<file path="src/rtl/seg_scan_ctrl.sv">
`default_nettype none
// +--------------------------------------------------------------------------+
// | seg_scan_ctrl: 4-digit 7-segment scan controller with blanking and       |
// | 8-level brightness. Revision: 1.0                                         |
// +--------------------------------------------------------------------------+
module seg_scan_ctrl #(
  parameter int SLOT_CYCLES  = 100000,
  parameter int BLANK_CYCLES = 2000
) (
  input  logic       clk,
  input  logic       rst_n,
  input  logic       en,
  input  logic [3:0] digit_mask,
  input  logic [2:0] brightness,
  output logic [1:0] sel,
  output logic [3:0] an,
  output logic       slot_start,
  output logic       frame_done
);

  localparam int c_pw   = (SLOT_CYCLES > 1) ? $clog2(SLOT_CYCLES) : 1;
  localparam int c_ow   = c_pw + 1;
  localparam int c_step = (SLOT_CYCLES - BLANK_CYCLES) / 8;
  localparam logic [c_pw-1:0] c_last  = c_pw'(SLOT_CYCLES - 1);
  localparam logic [c_ow-1:0] c_blank = c_ow'(BLANK_CYCLES);

  typedef enum logic [0:0] {
    ST_IDLE = 1'b0,
    ST_SCAN = 1'b1
  } state_t;

  state_t          r_state, w_state_n;
  logic [c_pw-1:0] r_phase, w_phase_n;
  logic [1:0]      r_sel, w_sel_n;
  logic [2:0]      r_bri, w_bri_n;
  logic [3:0]      r_mask, w_mask_n;
  logic [3:0]      r_an, w_an_n;
  logic            r_slot_start, w_slot_start_n;
  logic            r_frame_done, w_frame_done_n;
  logic [c_ow-1:0] w_on_len;
  logic [c_ow-1:0] w_phase_x;

  always_comb begin
    w_state_n = r_state;
    w_phase_n = r_phase;
    w_sel_n   = r_sel;
    w_bri_n   = r_bri;
    w_mask_n  = r_mask;
    case (r_state)
      ST_IDLE: begin
        if (en) begin
          w_state_n = ST_SCAN;
          w_phase_n = '0;
          w_sel_n   = 2'd0;
          w_bri_n   = brightness;
          w_mask_n  = digit_mask;
        end
      end
      ST_SCAN: begin
        // Disable takes priority over the slot wrap.
        if (!en) begin
          w_state_n = ST_IDLE;
          w_phase_n = '0;
          w_sel_n   = 2'd0;
        end else if (r_phase == c_last) begin
          w_phase_n = '0;
          w_sel_n   = r_sel + 2'd1;
          w_bri_n   = brightness;
          w_mask_n  = digit_mask;
        end else begin
          w_phase_n = r_phase + c_pw'(1);
        end
      end
      default: w_state_n = ST_IDLE;
    endcase

    // Outputs are derived from next-state values so the registered outputs
    // line up with the registered phase/sel of the same cycle.
    w_on_len  = c_ow'(c_step) * (c_ow'(w_bri_n) + c_ow'(1));
    w_phase_x = {1'b0, w_phase_n};
    w_an_n    = 4'b1111;
    if ((w_state_n == ST_SCAN) && w_mask_n[w_sel_n] &&
        (w_phase_x >= c_blank) && (w_phase_x < c_blank + w_on_len)) begin
      w_an_n[w_sel_n] = 1'b0;
    end
    w_slot_start_n = (w_state_n == ST_SCAN) && (w_phase_n == '0);
    w_frame_done_n = (w_state_n == ST_SCAN) && (w_sel_n == 2'd3) &&
                     (w_phase_n == c_last);
  end

  always_ff @(posedge clk or negedge rst_n) begin
    if (!rst_n) begin
      r_state      <= ST_IDLE;
      r_phase      <= '0;
      r_sel        <= 2'd0;
      r_bri        <= 3'd7;
      r_mask       <= 4'b1111;
      r_an         <= 4'b1111;
      r_slot_start <= 1'b0;
      r_frame_done <= 1'b0;
    end else begin
      r_state      <= w_state_n;
      r_phase      <= w_phase_n;
      r_sel        <= w_sel_n;
      r_bri        <= w_bri_n;
      r_mask       <= w_mask_n;
      r_an         <= w_an_n;
      r_slot_start <= w_slot_start_n;
      r_frame_done <= w_frame_done_n;
    end
  end

  assign sel        = r_sel;
  assign an         = r_an;
  assign slot_start = r_slot_start;
  assign frame_done = r_frame_done;

endmodule
`default_nettype wire

</file>
<file path="config.mk">
export PLATFORM = sky130hd
export DESIGN_NAME = seg_scan_ctrl
export DESIGN_NICKNAME = d
export VERILOG_FILES = /design/src/rtl/seg_scan_ctrl.sv
export SDC_FILE = /design/constraint.sdc
export NUM_CORES = 1
export LEC_CHECK = 0
export BUFFER_PORTS_ARGS = -buffer_cell sky130_fd_sc_hd__buf_2
export CAP_MARGIN = 25
export CORE_ASPECT_RATIO = 0.6
export CORE_MARGIN = 5
export CORE_UTILIZATION = 40
export CTS_CLUSTER_DIAMETER = 80
export DETAILED_ROUTE_END_ITERATION = 10
export HOLD_SLACK_MARGIN = 0.05
export PLACE_DENSITY_LB_ADDON = 0.15
export REMOVE_ABC_BUFFERS = 1
export SKIP_CTS_REPAIR_TIMING = 1
export SLEW_MARGIN = 15
export SYNTH_ARGS = -nofsm -noshare
export SYNTH_HDL_FRONTEND = slang
export SYNTH_SLANG_ARGS = --single-unit
</file>
<file path="constraint.sdc">
create_clock -name clk -period 16.25 [get_ports clk]
set_input_delay 0.8125 -clock clk [delete_from_list [all_inputs] [get_ports clk]]
set_output_delay 0.8125 -clock clk [all_outputs]
set_load 0.01 [all_outputs]
</file>
Word-level counts from Yosys, hierarchy flattened

Cells that the tools add are included.

Input port bits: 10
Output and inout bits: 8
Word-level logic and storage cells: 52
Register bits after elaboration: 33

Muxes and demuxes: 22
$add $sub $neg: 4
Reductions and logical operators: 8
Equal/unequal tests: 3
Multiply operators: 1
Bitwise operators: 2
Order comparisons: 4

Operator list:

| cell                                                        | count |
|---|---|
| two-way mux 17 bit                                          | 3 |
| == test 17 bit (second input constant)                      | 2 |
| one-hot mux 17 bit (2 select lines)                         | 1 |
| adder 11 x 18 -> 18 bit (first input constant)              | 1 |
| less-than comparator 17 x 18 -> 1 bit                       | 1 |
| adder 17 x 1 -> 17 bit (second input constant)              | 1 |
| >= comparator 17 x 11 -> 1 bit (second input constant)      | 1 |
| logical NOT 17 bit                                          | 1 |
| multiplier 13 x 4 -> 17 bit (first input constant)          | 1 |
| two-way mux 4 bit                                           | 4 |
| two-way mux 3 bit                                           | 3 |
| one-hot mux 4 bit (2 select lines)                          | 1 |
| logical AND 1 bit                                           | 7 |
| two-way mux 2 bit                                           | 3 |
| one-hot mux 3 bit (2 select lines)                          | 1 |
| adder 3 x 1 -> 4 bit (second input constant)                | 1 |
| inverter 4 bit                                              | 1 |
| one-hot mux 2 bit (2 select lines)                          | 1 |
| less-than comparator 2 x 3 -> 1 bit (second input constant) | 1 |
| two-way mux 1 bit                                           | 3 |
| adder 2 x 1 -> 2 bit (second input constant)                | 1 |
| binary-select mux 1 bit (select 2 bit)                      | 1 |
| demux 1 bit (select 2 bit)                                  | 1 |
| == test 2 bit (second input constant)                       | 1 |
| 2 further kinds                                             | 2 |

Longest topological paths before layout

Depth in word-level cells: 10
Gate-level depth with buffers: 29
Depth with buffers taken out: 28

Least setup slack after synthesis

Ideal clock, no wire load.

Path type: register to register
From: register r_phase[12]
To: register r_an[1] (netlist: an[1])
Stages on the path, launching flop included: 27
Clock period less this slack: 8.029 ns
Buffers on the path: 1
Setup slack: 8.221 ns
Arrival: 7.923 ns
Data required time: 16.144 ns
Setup time: 0.106 ns
Cells stage by stage: dfrtp_1 -> or4_1 -> or4_1 -> buf_2 -> a21boi_4 -> mux2i_2 -> inv_1 -> ha_1 -> xor2_1 -> ha_1 -> inv_1 -> fa_1 -> inv_1 -> ha_1 -> nand3_1 -> a21oi_1 -> a2111oi_0 -> xnor2_1 -> nor3_1 -> nor4_2 -> xnor2_1 -> ha_1 -> a2111oi_0 -> inv_1 -> a211o_1 -> o221ai_1 -> o2111ai_1

Longest elaborated chain between the ends: 10
Elaborated cells between the ends (all ways): 32
Classes of those cells: add/sub: 3; mul: 1; order compare: 4; eq/ne: 1; mux: 18; bitwise: 1; reduce/logical: 4

Ends and longest elaborated chain:

| item                                  | RTL line | RTL |
|---|---|---|
| start: declaration                    | 33       | `logic [c_pw-1:0] r_phase, w_phase_n;` |
| start signal: assignment              | 103      | `r_phase <= w_phase_n;` |
| == test 17 bit                        | 65       | `end else if (r_phase == c_last) begin` |
| two-way mux 3 bit                     | 65       |  |
| two-way mux 3 bit                     | 61       | `if (!en) begin` |
| one-hot mux 3 bit (2 select lines)    | 49       | `case (r_state)` |
| net w_bri_n[0]                        | 35       | `logic [2:0] r_bri, w_bri_n;` |
| adder 3 x 1 -> 4 bit                  | 79       | `w_on_len = c_ow'(c_step) * (c_ow'(w_bri_n) + c_ow'(1));` |
| multiplier 13 x 4 -> 17 bit           | 79       |  |
| adder 11 x 18 -> 18 bit               | 83       | `(w_phase_x >= c_blank) && (w_phase_x < c_blank + w_on_len)) begin` |
| less-than comparator 17 x 18 -> 1 bit | 83       |  |
| logical AND 1 bit                     | 83       |  |
| two-way mux 4 bit                     | 82       | `if ((w_state_n == ST_SCAN) && w_mask_n[w_sel_n] &&` |
| net w_an_n[1]                         | 37       | `logic [3:0] r_an, w_an_n;` |
| end signal: assignment                | 107      | `r_an <= w_an_n;` |
| end: declaration                      | 37       |  |

The timed path passes the listed nets, and every way through them passes these cells. The select of a mux whose other input is x is not followed.

Worst setup path after layout

Same ends and word-level chain as after synthesis.

==> results.md <==
- Total wirelength of the detailed-routed design: 8650 um
- Max-capacitance violation count: 0
- Type of element capturing the critical path: register
- Count of flip-flops with a built-in enable after synthesis: 0
- Number of DRC markers after the initial detailed-route iteration: 317
- Relative max-transition margin: 40.7%
- Final clock period utilization by the worst path: 50.7%
- Post-detailed-placement half-perimeter wirelength: 6920 um
- Library cells used by synthesis: 56
- Fin crit period: 8.24 ns
- Cell Area, Synth: around 0.0033 mm2
- FF-to-FF Start: r_phase[12]$_DFF_PN0_
- Start point of the worst hold path: sel[1]$_DFF_PN0_
- Sort of element at the start of the critical path: register
- Unrepaired setup endpoints after global routing: false
- Bufs and invs on worst path: 4
- First-pass GRT wire length: 14600 um
- Vias in the first global route: 2693
- Number of H-tree levels: 2
- Delay contributed by the slowest stage of the critical path: 0.63 ns
- Peak supply drop: 108 uV
- Placed Cells: 490
- Clock tree from TritonCTS: done
- Area of combinational cells with multiple inputs: around 0.0023 mm2
- Layout Nets: 447
- Grt met3 use: 3.68%
- CP max FO: 15
- Number of standard cells in the final layout excluding fillers: 498
- Static leakage power: 1.67 nW
- Worst setup path class: register to register
- Portion of the post-synthesis area used by sequential elements: 25.7%
- Required @ worst endpoint: 16.42 ns
- Buffer type at the clock tree root: sky130_fd_sc_hd__clkbuf_16
- Initial core utilization: 41.3%
- Tightest Hold Check Type: register to register
- TritonCTS sink count: 33
- Final clock skew: 0.00366 ns
- Routed length per placed instance: 17.4 um
- Async set or reset register ratio after synthesis: 100%
- Power per cell area: 182 mW/mm2
- Die H: 80.0 um
- Core ar.: 0.00791 mm2
- Crit path DAT: 8.41 ns
- Clock latency reported for the late side of the worst-skew pair: between 0.2 and 0.3 ns
- GR Layer Usage met1: 29.6%
- Kind of cell adding the most delay to the critical path: simple AND/OR/NAND/NOR gates
- Most common cell after layout, fill and taps aside: sky130_fd_sc_hd__ha_1
- Gate Count Post-Synth: 368
- Slew Limit Fails: 0
- Share of cells above drive strength 1: ~15%
- Number of cell rows: 25
- Met2 demand-to-capacity share in global routing: 22.9%
- Reg area: 840 um2
- Remaining antenna violation count after routing: 0
- Number of vias per cell after detailed routing: 5.89
- Ant. Diodes: 0
- Number of buffers created by CTS: 5
- Die boundary width: around 130 um
- Most used flip-flop cell after synthesis: sky130_fd_sc_hd__dfrtp_1
- Total GRT Usage: 18.2%
- Slowest cell on the critical path: sky130_fd_sc_hd__or4_1
- Relative area change from synthesis to final layout: 12.7%
- Synth warn: 0
- Hold violation total from the final report: 0
- Total Neg Setup Slack: 0 ns
- Pin slew with the least headroom to its limit: 0.881 ns
- Maximum number of pins on one net before global-route repair: 34
- Most area-consuming cells after synthesis: sky130_fd_sc_hd__dfrtp_1, sky130_fd_sc_hd__ha_1, sky130_fd_sc_hd__dfstp_2, sky130_fd_sc_hd__o21ai_0, sky130_fd_sc_hd__fa_1
- GR peak layer: met1
- Final GP Congestion: 0.868
- Setup-failing EPs final: 0
- Total number of vias: between 2000 and 3000
- Number of port buffers: 17
- Clock slew at reported path FFs: 0.06 ns
- Launching element of the worst setup path: r_phase[12]$_DFF_PN0_
- Number of design rule violations left after detail routing: 0
- Fill count: 752
- Commonest non-fill, non-tap cells in the layout: sky130_fd_sc_hd__ha_1, sky130_fd_sc_hd__o21ai_0, sky130_fd_sc_hd__nand2_1
- Cell type with the largest total area after synthesis: sky130_fd_sc_hd__dfrtp_1
- Total Die Area: ~0.010 mm2
- Iteration count of the initial detailed-routing pass: 5
- Number of antenna violations at the first check in global routing: 0
- Mean cell area of the mapped netlist: 8.88 um2
- Upper clock frequency limit: 0.121 GHz
- GRT overflow: 0
- Run status: completed
- Clock tree buffer depth: 2
- Top-area cell type share of the netlist area: between 10% and 20%
- Number of synthesized register bits: 33
- Ports placed on the boundary: 18
routing by layer:
metal,up-vias,wire length (um)
met4,0,105
li1,1427,-
met1,1393,4690
met3,11,706
met2,103,3150
met5,-,0
stage by stage:
| step | hold slack (ns) | setup WS, ns | util (%) | instance area (um2) | power (mW) |
|---|---|---|---|---|---|
| CTS | 0.531 | 8.02 | 46.5 | 3680 | 0.670 |
| global placement | 0.532 | 8.18 | 44.3 | 3500 | 0.557 |
| detailed placement | 0.519 | 8.07 | 44.3 | 3500 | 0.555 |
| floorplan | 0.503 | 8.21 | - | 3230 | 0.453 |
| global route | 0.554 | 7.34 | 46.5 | 3680 | 0.744 |
| finish | 0.530 | 8.01 | 46.5 | 3680 | 0.670 |
cell type report:
class                   instances  share of cell area [%]
inverters                      20                    2.04
clock inverters                 1                   0.136
clock buffers                   7                    4.76
repair buffers                 24                    3.74
multi-input cells             305                    62.9
flip-flops and latches         33                    22.8
well taps                     108                    3.67
state kept, by name, summed over array words and instances, names as in the netlist:
name,cells
r_bri,3
r_state,1
sel,2
frame_done,1
an,4
r_mask,4
r_phase,17
slot_start,1
Yosys cell counts (10+ instances only):
library cell               n
sky130_fd_sc_hd__inv_1    20
sky130_fd_sc_hd__nand2_1  26
sky130_fd_sc_hd__a31oi_1  10
sky130_fd_sc_hd__xor2_1   15
sky130_fd_sc_hd__ha_1     41
sky130_fd_sc_hd__nor2_1   25
sky130_fd_sc_hd__o21ai_0  29
sky130_fd_sc_hd__xnor2_1  13
sky130_fd_sc_hd__nand3_1  12
sky130_fd_sc_hd__a21oi_1  12
sky130_fd_sc_hd__dfstp_2  11
sky130_fd_sc_hd__dfrtp_1  22
kinds of logic (layout without fill, tap and decap cells):
logic type      Yosys count  in the layout  synth area share [%]
simple gates            120            120                  19.4
flops                    33             33                  25.7
fa+ha+maj                48             48                  20.0
buf+inv                  30             52                  3.48
compound gates           99             99                  20.5
mux                      10             10                  3.41
xor+xnor                 28             28                  7.50
final timing paths:
path                       cells past startpoint  slack, ns                   end
max                                           25       8.01       an[1]$_DFF_PN1_
min                                            1       0.53       an[3]$_DFF_PN1_
max reg2reg                                   25       8.01       an[1]$_DFF_PN1_
min reg2reg                                    1       0.53       an[3]$_DFF_PN1_
max in group asynchronous                      1      15.16      sel[1]$_DFF_PN0_
min in group asynchronous                      1       0.60  r_phase[6]$_DFF_PN0_
where the power goes:
group	switching, mW	total [mW]	internal, mW
Combinational	0.273	0.468	0.195
Sequential	0.00218	0.0896	0.0874
Clock	0.0369	0.112	0.0751
Total	0.312	0.670	0.358
Power figures use the tool's default switching activity.
